<file path="src/rtl/bin_to_ascii_tx.sv">
// bin_to_ascii_tx: converts an NBIT-bit value to its ASCII decimal string
// (optional sign, optional leading-zero suppression, optional CR/LF) and
// writes it one character per cycle into a UART Tx FIFO, stalling on full.
module bin_to_ascii_tx #(
  parameter int NBIT           = 8,
  parameter int NDIG           = 3,
  parameter int SIGNED         = 0,
  parameter int SUPPRESS_ZEROS = 1,
  parameter int APPEND_CRLF    = 1
) (
  input  logic            CLK,
  input  logic            RESET,
  input  logic            enviar,
  input  logic            fifo_full,
  input  logic [NBIT-1:0] DATO_ALU,
  output logic            WR_FIFO,
  output logic [7:0]      data_fifo,
  output logic            busy,
  output logic            done
);

  localparam int BW = 4 * NDIG;
  localparam int CW = $clog2(NBIT + 1);
  localparam int IW = (NDIG > 1) ? $clog2(NDIG) : 1;

  typedef enum logic [2:0] {
    IDLE    = 3'd0,
    CONVERT = 3'd1,
    SIGN    = 3'd2,
    DIGITS  = 3'd3,
    CR      = 3'd4,
    LF      = 3'd5
  } state_t;

  state_t          state_q, state_d;
  logic [NBIT-1:0] mag_q, mag_d;
  logic [BW-1:0]   bcd_q, bcd_d;
  logic            neg_q, neg_d;
  logic [IW-1:0]   idx_q, idx_d;
  logic [CW-1:0]   cnt_q, cnt_d;
  logic            busy_q, busy_d;
  logic            done_q, done_d;
  logic            wr_s;
  logic [7:0]      char_s;
  logic [3:0]      digit_s;
  logic            neg_in_s;

  // One double-dabble step: add 3 to every nibble >= 5, then shift {bcd, mag} left.
  function automatic logic [BW+NBIT-1:0] dabble_step(input logic [BW-1:0] bcd,
                                                     input logic [NBIT-1:0] mag);
    logic [BW-1:0] adj;
    adj = bcd;
    for (int i = 0; i < NDIG; i++) begin
      if (adj[4*i +: 4] >= 4'd5) begin
        adj[4*i +: 4] = adj[4*i +: 4] + 4'd3;
      end else begin
        adj[4*i +: 4] = adj[4*i +: 4];
      end
    end
    return {adj[BW-2:0], mag, 1'b0};
  endfunction

  // Index of the most significant nonzero BCD digit; units digit when all are zero.
  function automatic logic [IW-1:0] msd_index(input logic [BW-1:0] bcd);
    logic [IW-1:0] r;
    r = '0;
    for (int i = 0; i < NDIG; i++) begin
      if (bcd[4*i +: 4] != 4'd0) begin
        r = IW'(i);
      end else begin
        r = r;
      end
    end
    return r;
  endfunction

  assign digit_s  = bcd_q[{idx_q, 2'b00} +: 4];
  assign neg_in_s = (SIGNED != 0) && DATO_ALU[NBIT-1];

  // Next-state, datapath update and character selection.
  always_comb begin
    state_d = state_q;
    mag_d   = mag_q;
    bcd_d   = bcd_q;
    neg_d   = neg_q;
    idx_d   = idx_q;
    cnt_d   = cnt_q;
    done_d  = 1'b0;
    wr_s    = 1'b0;
    char_s  = 8'h00;
    case (state_q)
      IDLE: begin
        if (enviar) begin
          neg_d   = neg_in_s;
          mag_d   = neg_in_s ? (~DATO_ALU + NBIT'(1)) : DATO_ALU;
          bcd_d   = '0;
          cnt_d   = '0;
          idx_d   = '0;
          state_d = CONVERT;
        end else begin
          state_d = IDLE;
        end
      end
      CONVERT: begin
        {bcd_d, mag_d} = dabble_step(bcd_q, mag_q);
        cnt_d          = cnt_q + CW'(1);
        idx_d          = (SUPPRESS_ZEROS != 0) ? msd_index(bcd_d) : IW'(NDIG - 1);
        if (cnt_q == CW'(NBIT - 1)) begin
          state_d = neg_q ? SIGN : DIGITS;
        end else begin
          state_d = CONVERT;
        end
      end
      SIGN: begin
        char_s = 8'h2D;
        wr_s   = !fifo_full;
        if (wr_s) begin
          state_d = DIGITS;
        end else begin
          state_d = SIGN;
        end
      end
      DIGITS: begin
        char_s = 8'h30 + {4'h0, digit_s};
        wr_s   = !fifo_full;
        if (wr_s && (idx_q == '0)) begin
          state_d = (APPEND_CRLF != 0) ? CR : IDLE;
          done_d  = (APPEND_CRLF == 0);
        end else if (wr_s) begin
          idx_d = idx_q - IW'(1);
        end else begin
          state_d = DIGITS;
        end
      end
      CR: begin
        char_s = 8'h0D;
        wr_s   = !fifo_full;
        if (wr_s) begin
          state_d = LF;
        end else begin
          state_d = CR;
        end
      end
      LF: begin
        char_s = 8'h0A;
        wr_s   = !fifo_full;
        if (wr_s) begin
          state_d = IDLE;
          done_d  = 1'b1;
        end else begin
          state_d = LF;
        end
      end
      default: begin
        state_d = IDLE;
      end
    endcase
    busy_d = (state_d != IDLE);
  end

  // State and datapath registers with synchronous active-low reset.
  always_ff @(posedge CLK) begin
    if (!RESET) begin
      state_q <= IDLE;
      mag_q   <= '0;
      bcd_q   <= '0;
      neg_q   <= 1'b0;
      idx_q   <= '0;
      cnt_q   <= '0;
      busy_q  <= 1'b0;
      done_q  <= 1'b0;
    end else begin
      state_q <= state_d;
      mag_q   <= mag_d;
      bcd_q   <= bcd_d;
      neg_q   <= neg_d;
      idx_q   <= idx_d;
      cnt_q   <= cnt_d;
      busy_q  <= busy_d;
      done_q  <= done_d;
    end
  end

  assign WR_FIFO   = wr_s;
  assign data_fifo = wr_s ? char_s : 8'h00;
  assign busy      = busy_q;
  assign done      = done_q;

endmodule

</file>
<file path="config.mk">
export PLATFORM = sky130hd
export DESIGN_NAME = bin_to_ascii_tx
export DESIGN_NICKNAME = d
export VERILOG_FILES = /design/src/rtl/bin_to_ascii_tx.sv
export SDC_FILE = /design/constraint.sdc
export NUM_CORES = 1
export LEC_CHECK = 0
export BUFFER_PORTS_ARGS = -buffer_cell sky130_fd_sc_hd__buf_2
export CAP_MARGIN = 20
export CORE_AREA = 3 3 65 67
export DETAILED_ROUTE_END_ITERATION = 10
export DIE_AREA = 0 0 68 70
export PLACE_DENSITY = 0.68
export SYNTH_ARGS = -nofsm -noshare
export SYNTH_HDL_FRONTEND = slang
export SYNTH_SLANG_ARGS = --single-unit
</file>
<file path="constraint.sdc">
create_clock -name CLK -period 1.9 [get_ports CLK]
set_input_delay 0.095 -clock CLK [delete_from_list [all_inputs] [get_ports CLK]]
set_output_delay 0.095 -clock CLK [all_outputs]
set_load 0.05 [all_outputs]
</file>
### Word level (Yosys, flattened, before mapping)

Index checks and enable logic that the tools add are counted.

* $add $sub $neg: 6
* $lt $le $gt $ge: 3
* equal/unequal tests: 9
* shifts and indexed selects: 1
* muxes and demuxes: 30
* reductions and logical operators: 13

Operator list (count)
* one-hot mux 7 bit (4 select lines): 1
* one-hot mux 12 bit (2 select lines): 1
* two-way mux 4 bit: 5
* one-hot mux 3 bit (6 select lines): 1
* two-way mux 8 bit: 2
* one-hot mux 8 bit (2 select lines): 1
* two-way mux 3 bit: 5
* greater-or-equal comparator 4 x 3 -> 1 bit (second input constant): 3
* two-way mux 12 bit: 1
* variable part select 12 x 5 -> 4 bit: 1
* two-way mux 2 bit: 5
* adder 4 x 2 -> 4 bit (second input constant): 2
* one-hot mux 4 bit (2 select lines): 1
* nonzero test 4 bit: 2
* adder 6 x 4 -> 7 bit (first input constant): 1
* equality test 3 x 2 -> 1 bit (second input constant): 2
* equality test 3 bit (second input constant): 2
* two-way mux 1 bit: 6
* != test 2 bit (second input constant): 3
* one-hot mux 2 bit (3 select lines): 1
* nonzero test 3 bit: 2
* adder 4 x 1 -> 4 bit (second input constant): 1
* equality test 4 x 3 -> 1 bit (second input constant): 1
* AND reduction 2 bit: 2
* other kinds (10): 10

* flip-flop bits (word level): 31
* input bits: 12
* output and inout port bits: 11
* word-level logic and storage cells: 69

### Depth between registers and ports, before layout

* depth in word-level cells: 7
* gate-level depth with buffers: 8
* mapped depth without buffers: 7

### Worst setup path after synthesis

Ideal clock, no wire load.

* kind: register to register
* start point: register state_q[0]
* end point: register busy_q, in the netlist busy
* setup time: 0.057 ns
* arrival: 2.138 ns
* required time: 1.843 ns
* setup slack: -0.295 ns
* cell stages (with the launch flop): 7
* buffers on the path: 1
* period minus slack after synthesis: 2.195 ns
* cell sequence: dfxtp_1 -> buf_2 -> inv_1 -> nor3_1 -> a21oi_1 -> nor2b_1 -> or3_1

* cells in the longest elaborated chain, start to end: 4
* elaborated cells on any way between the ends: 10
* classes of those cells: eq/ne (5); mux (3); reduce/logical (2)

RTL lines
* start: declaration: RTL line 35 `state_t state_q, state_d;`
* start signal: assignment: RTL line 173 `state_q <= state_d;`
* two-way mux 3 bit: RTL line 129 `end else if (wr_s) begin`
* two-way mux 3 bit: RTL line 126 `if (wr_s && (idx_q == '0)) begin`
* one-hot mux 3 bit (6 select lines) (*): RTL line 91 `case (state_q)`
* nonzero test 3 bit (*): RTL line 158 `busy_d = (state_d != IDLE);`
* end signal: assignment: RTL line 179 `busy_q <= busy_d;`
* end: declaration: RTL line 41 `logic busy_q, busy_d;`

Every way passes the cells marked *; elsewhere a longest branch is shown, timed or not.
A chain may end at the register's enable or synchronous reset.

### Worst setup path after layout

* start point: register state_q[2]
* end point: output port data_fifo[0]

* cells in the longest elaborated chain, start to end: 4
* elaborated cells on any way between the ends: 8
* classes of those cells: eq/ne (4); mux (3); reduce/logical (1)

RTL lines
* equality test 3 bit or equality test 3 x 2 -> 1 bit (tied branches): RTL line 91
* OR reduction 4 bit (no line)
* two-way mux 1 bit
* two-way mux 8 bit (*): RTL line 185 `assign data_fifo = wr_s ? char_s : 8'h00;`
* end: declaration: RTL line 17 `output logic [7:0] data_fifo,`

Marked as above.

==> impl_metrics.csv <==
group,metric,value,unit
finish,layout_common_cells,"dfxtp_1 (28), buf_2 (18), nand2_1 (17), mux2i_1 (16), nor2b_1 (13)",
setup_path,r2r_slack,0.17,ns
setup_path,crit_buf_inv,2,
logic_synthesis,yosysWarnings,0,
floorplanning,die_w,68,um
timing,relSlewSlack,53.78,%
setup_path,critPathKind,"reg2out",
logic_synthesis,synth_flop_cell,"dfxtp_1",
logic_synthesis,syn_avg_cell_area,8.303,um2
setup_path,cp_max_fo,12,
drt,wl_met3,153,um
clock_network,clk_latency,0.29,ns
setup_path,crit_cells,6,
pwr,power,1.348,mW
logic_synthesis,seq_area_frac_synth,32.78,%
setup_path,cp.required,1.80,ns
pwr,ir_drop,0.0004232,V
grt,grt_pass1_vias,1437,
floorplanning,die_y,70,um
finish,syn_to_final_growth,14.94,%
clock_network,clockBufferDepth,2,
finish,design_area,2176,um2
drt,drt_iter0_markers,82,
timing,hold_viol,0,
grt,grt_max_degree,30,
timing,setup_viol,0,
floorplanning,core,3689,um2
placed_design,place_congestion,0.7543,
timing,fmax,568.9,MHz
timing,final_max_slew_viol_count,0,
logic_synthesis,synth_edf_count,0,
grt,grt_first_pass_wirelength,6437,um
setup_path,worst_path_max_delay_cell,"dfxtp_4",
drt,wl_met1,2027,um
timing,clock_skew,0.008713,ns
setup_path,cp_cell_sequence,"nand3b_1 > nor3_2 > buf_4 > a221oi_1 > nor2_1 > buf_2",
floorplanning,start_util,51.32,%
pwr,powerDensity,619.4,nW/um2
logic_synthesis,synth_seq_cells,31,
drt,wl_per_cell,13.07,um
clock_network,clkSlewWorstSetupHoldPaths,0.07,ns
job,max_cap_violations,0,
drt,num_vias,1598,
setup_path,cp_slowest_stage_delay,0.39,ns
drt,drc_errors,0,
grt,track_usage,17.30,%
clock_network,hold_buffers,0,
setup_path,start_kind,"flip-flop",
timing,worstMarginPinSlew,0.6925,ns
logic_synthesis,ys_types,48,
placed_design,port_buffers,20,
logic_synthesis,syn_inst,228,
grt,gr-total-overflow,0,
clock_network,cts.sinks,31,
placed_design,placed_area,2058,um2
placed_design,dp_cells,289,
drt,drt_wl_total,3895,um
finish,nets,269,
setup_path,endpoint_kind,"output pin",
timing,tns,0,ns
logic_synthesis,synth.cell_area,1893,um2
drt,first_pass_iters,4,
clock_network,cts_made_buffers,5,
finish,antenna_cells,0,
floorplanning,rows,22,
timing,fin_crit_sh,92.51,%
finish,fin_cells,298,
run_status,status,"complete, no violations",
pwr,power_leakage,0.9370,nW
finish,drive_above_1_share,20.00,%
setup_path,ff2ff_path_depth,7,
floorplanning,ios,23,
timing,rsz0062_at_grt,"no",
clock_network,clockRootBuffer,"clkbuf_8",
clock_network,htreeDepth,2,
timing,period_minus_slack,1.758,ns
min_path,hp-class,"in2reg",
drt,highest_layer,"met4",
drt,vias_per_cell,5.362,
grt,grt_antenna_before_repair,0,
setup_path,crit_family,"simple AND/OR/NAND/NOR gates",
drt,ant_nets,0,
setup_path,cp.arrival,1.66,ns
placed_design,dp_hpwl,2715,um
floorplanning,die_area,4760,um2
drt,wl_met2,1668,um
clock_network,cts_tree,"done",
min_path,holdPathStages,3,
finish,mostFrequentLayoutCell,"dfxtp_1",
logic_synthesis,ys_async_sr_fraction,0,%
worst paths after layout:
check / start / end
worst max-delay path: state_q[2] / data_fifo[0]
worst min-delay path: DATO_ALU[0] / mag_q[0]
worst max register to register: bcd_q[9] / idx_q[1]
worst min register to register: mag_q[6] / mag_q[7]
timing repair:
item                                    in CTS  in global routing
buffers inserted                             0                  1
endpoints found under the setup margin       4                  6
gates resized for setup                      2                  7
cell usage after synthesis (all sizes together) (3+ instances only):
| cell type | n | area [um2] |
|---|---|---|
| a21boi | 4 | 30.03 |
| a21oi | 11 | 55.05 |
| a22oi | 8 | 60.06 |
| and2 | 4 | 25.02 |
| buf | 8 | 45.04 |
| clkbuf | 9 | 33.78 |
| dfxtp | 31 | 620.6 |
| ha | 8 | 100.1 |
| inv | 12 | 45.04 |
| mux2i | 16 | 160.2 |
| nand2 | 17 | 63.81 |
| nand2b | 6 | 37.54 |
| nand3 | 4 | 20.02 |
| nor2 | 14 | 55.06 |
| nor2b | 13 | 81.33 |
| nor3 | 6 | 30.03 |
| nor3b | 5 | 42.54 |
| o211a | 7 | 70.07 |
| o21ai | 15 | 75.07 |
| xnor2 | 3 | 26.28 |
final cells by class:
type,count,area (um2)
Tap cell,48,60.06
Sequential cell,31,626.9
Multi-Input combinational cell,169,1179
Fill cell,377,1513
Inverter,12,45.04
Clock buffer,6,72.57
Timing Repair Buffer,30,180.2
Clock inverter,2,12.51
sequential cells by signal, summed over array words and instances, names as in the netlist:
signal	count
cnt_q	4
busy	1
bcd_q	12
idx_q	2
done	1
mag_q	8
state_q	3
worst min-delay path, delay by kind of cell:
kind	cells	cell delay, ns
buf+inv	1	0.08
simple gates	1	0.10
compound gates	1	0.08
report_power, final:
group,switching [mW],internal (mW)
Combinational,0.0885,0.0609
Clock,0.258,0.256
Sequential,0.0147,0.669
Total,0.362,0.986
layer usage:
metal / track usage [%] / vias up
li1: - / 848
met1: 24.73 / 719
met2: 24.84 / 27
met3: 4.823 / 4
met4: 5.298 / 0
met5: 0 / -
through the flow:
stage	worst slack (ns)	hold WS, ns	utilization, %
after CTS	0.003760	0.1000	58.21
final	0.1424	0.1048	58.99
after global routing	0.004414	0.1343	58.99
after global placement	0.1272	0.3974	55.80
after floorplan	0.08154	0.2433	-
after detailed placement	0.1347	0.4033	55.80
cells by family after synthesis:
family / synth area share, %
buffers and inverters: 6.543
other: 0.1981
AND/OR/NAND/NOR: 21.42
AO/OA/AOI/OAI: 23.33
multiplexers: 9.055
adder cells (fa/ha/maj): 5.288
flip-flops: 32.78
XOR/XNOR: 1.388
Power figures use the tool's default switching activity.
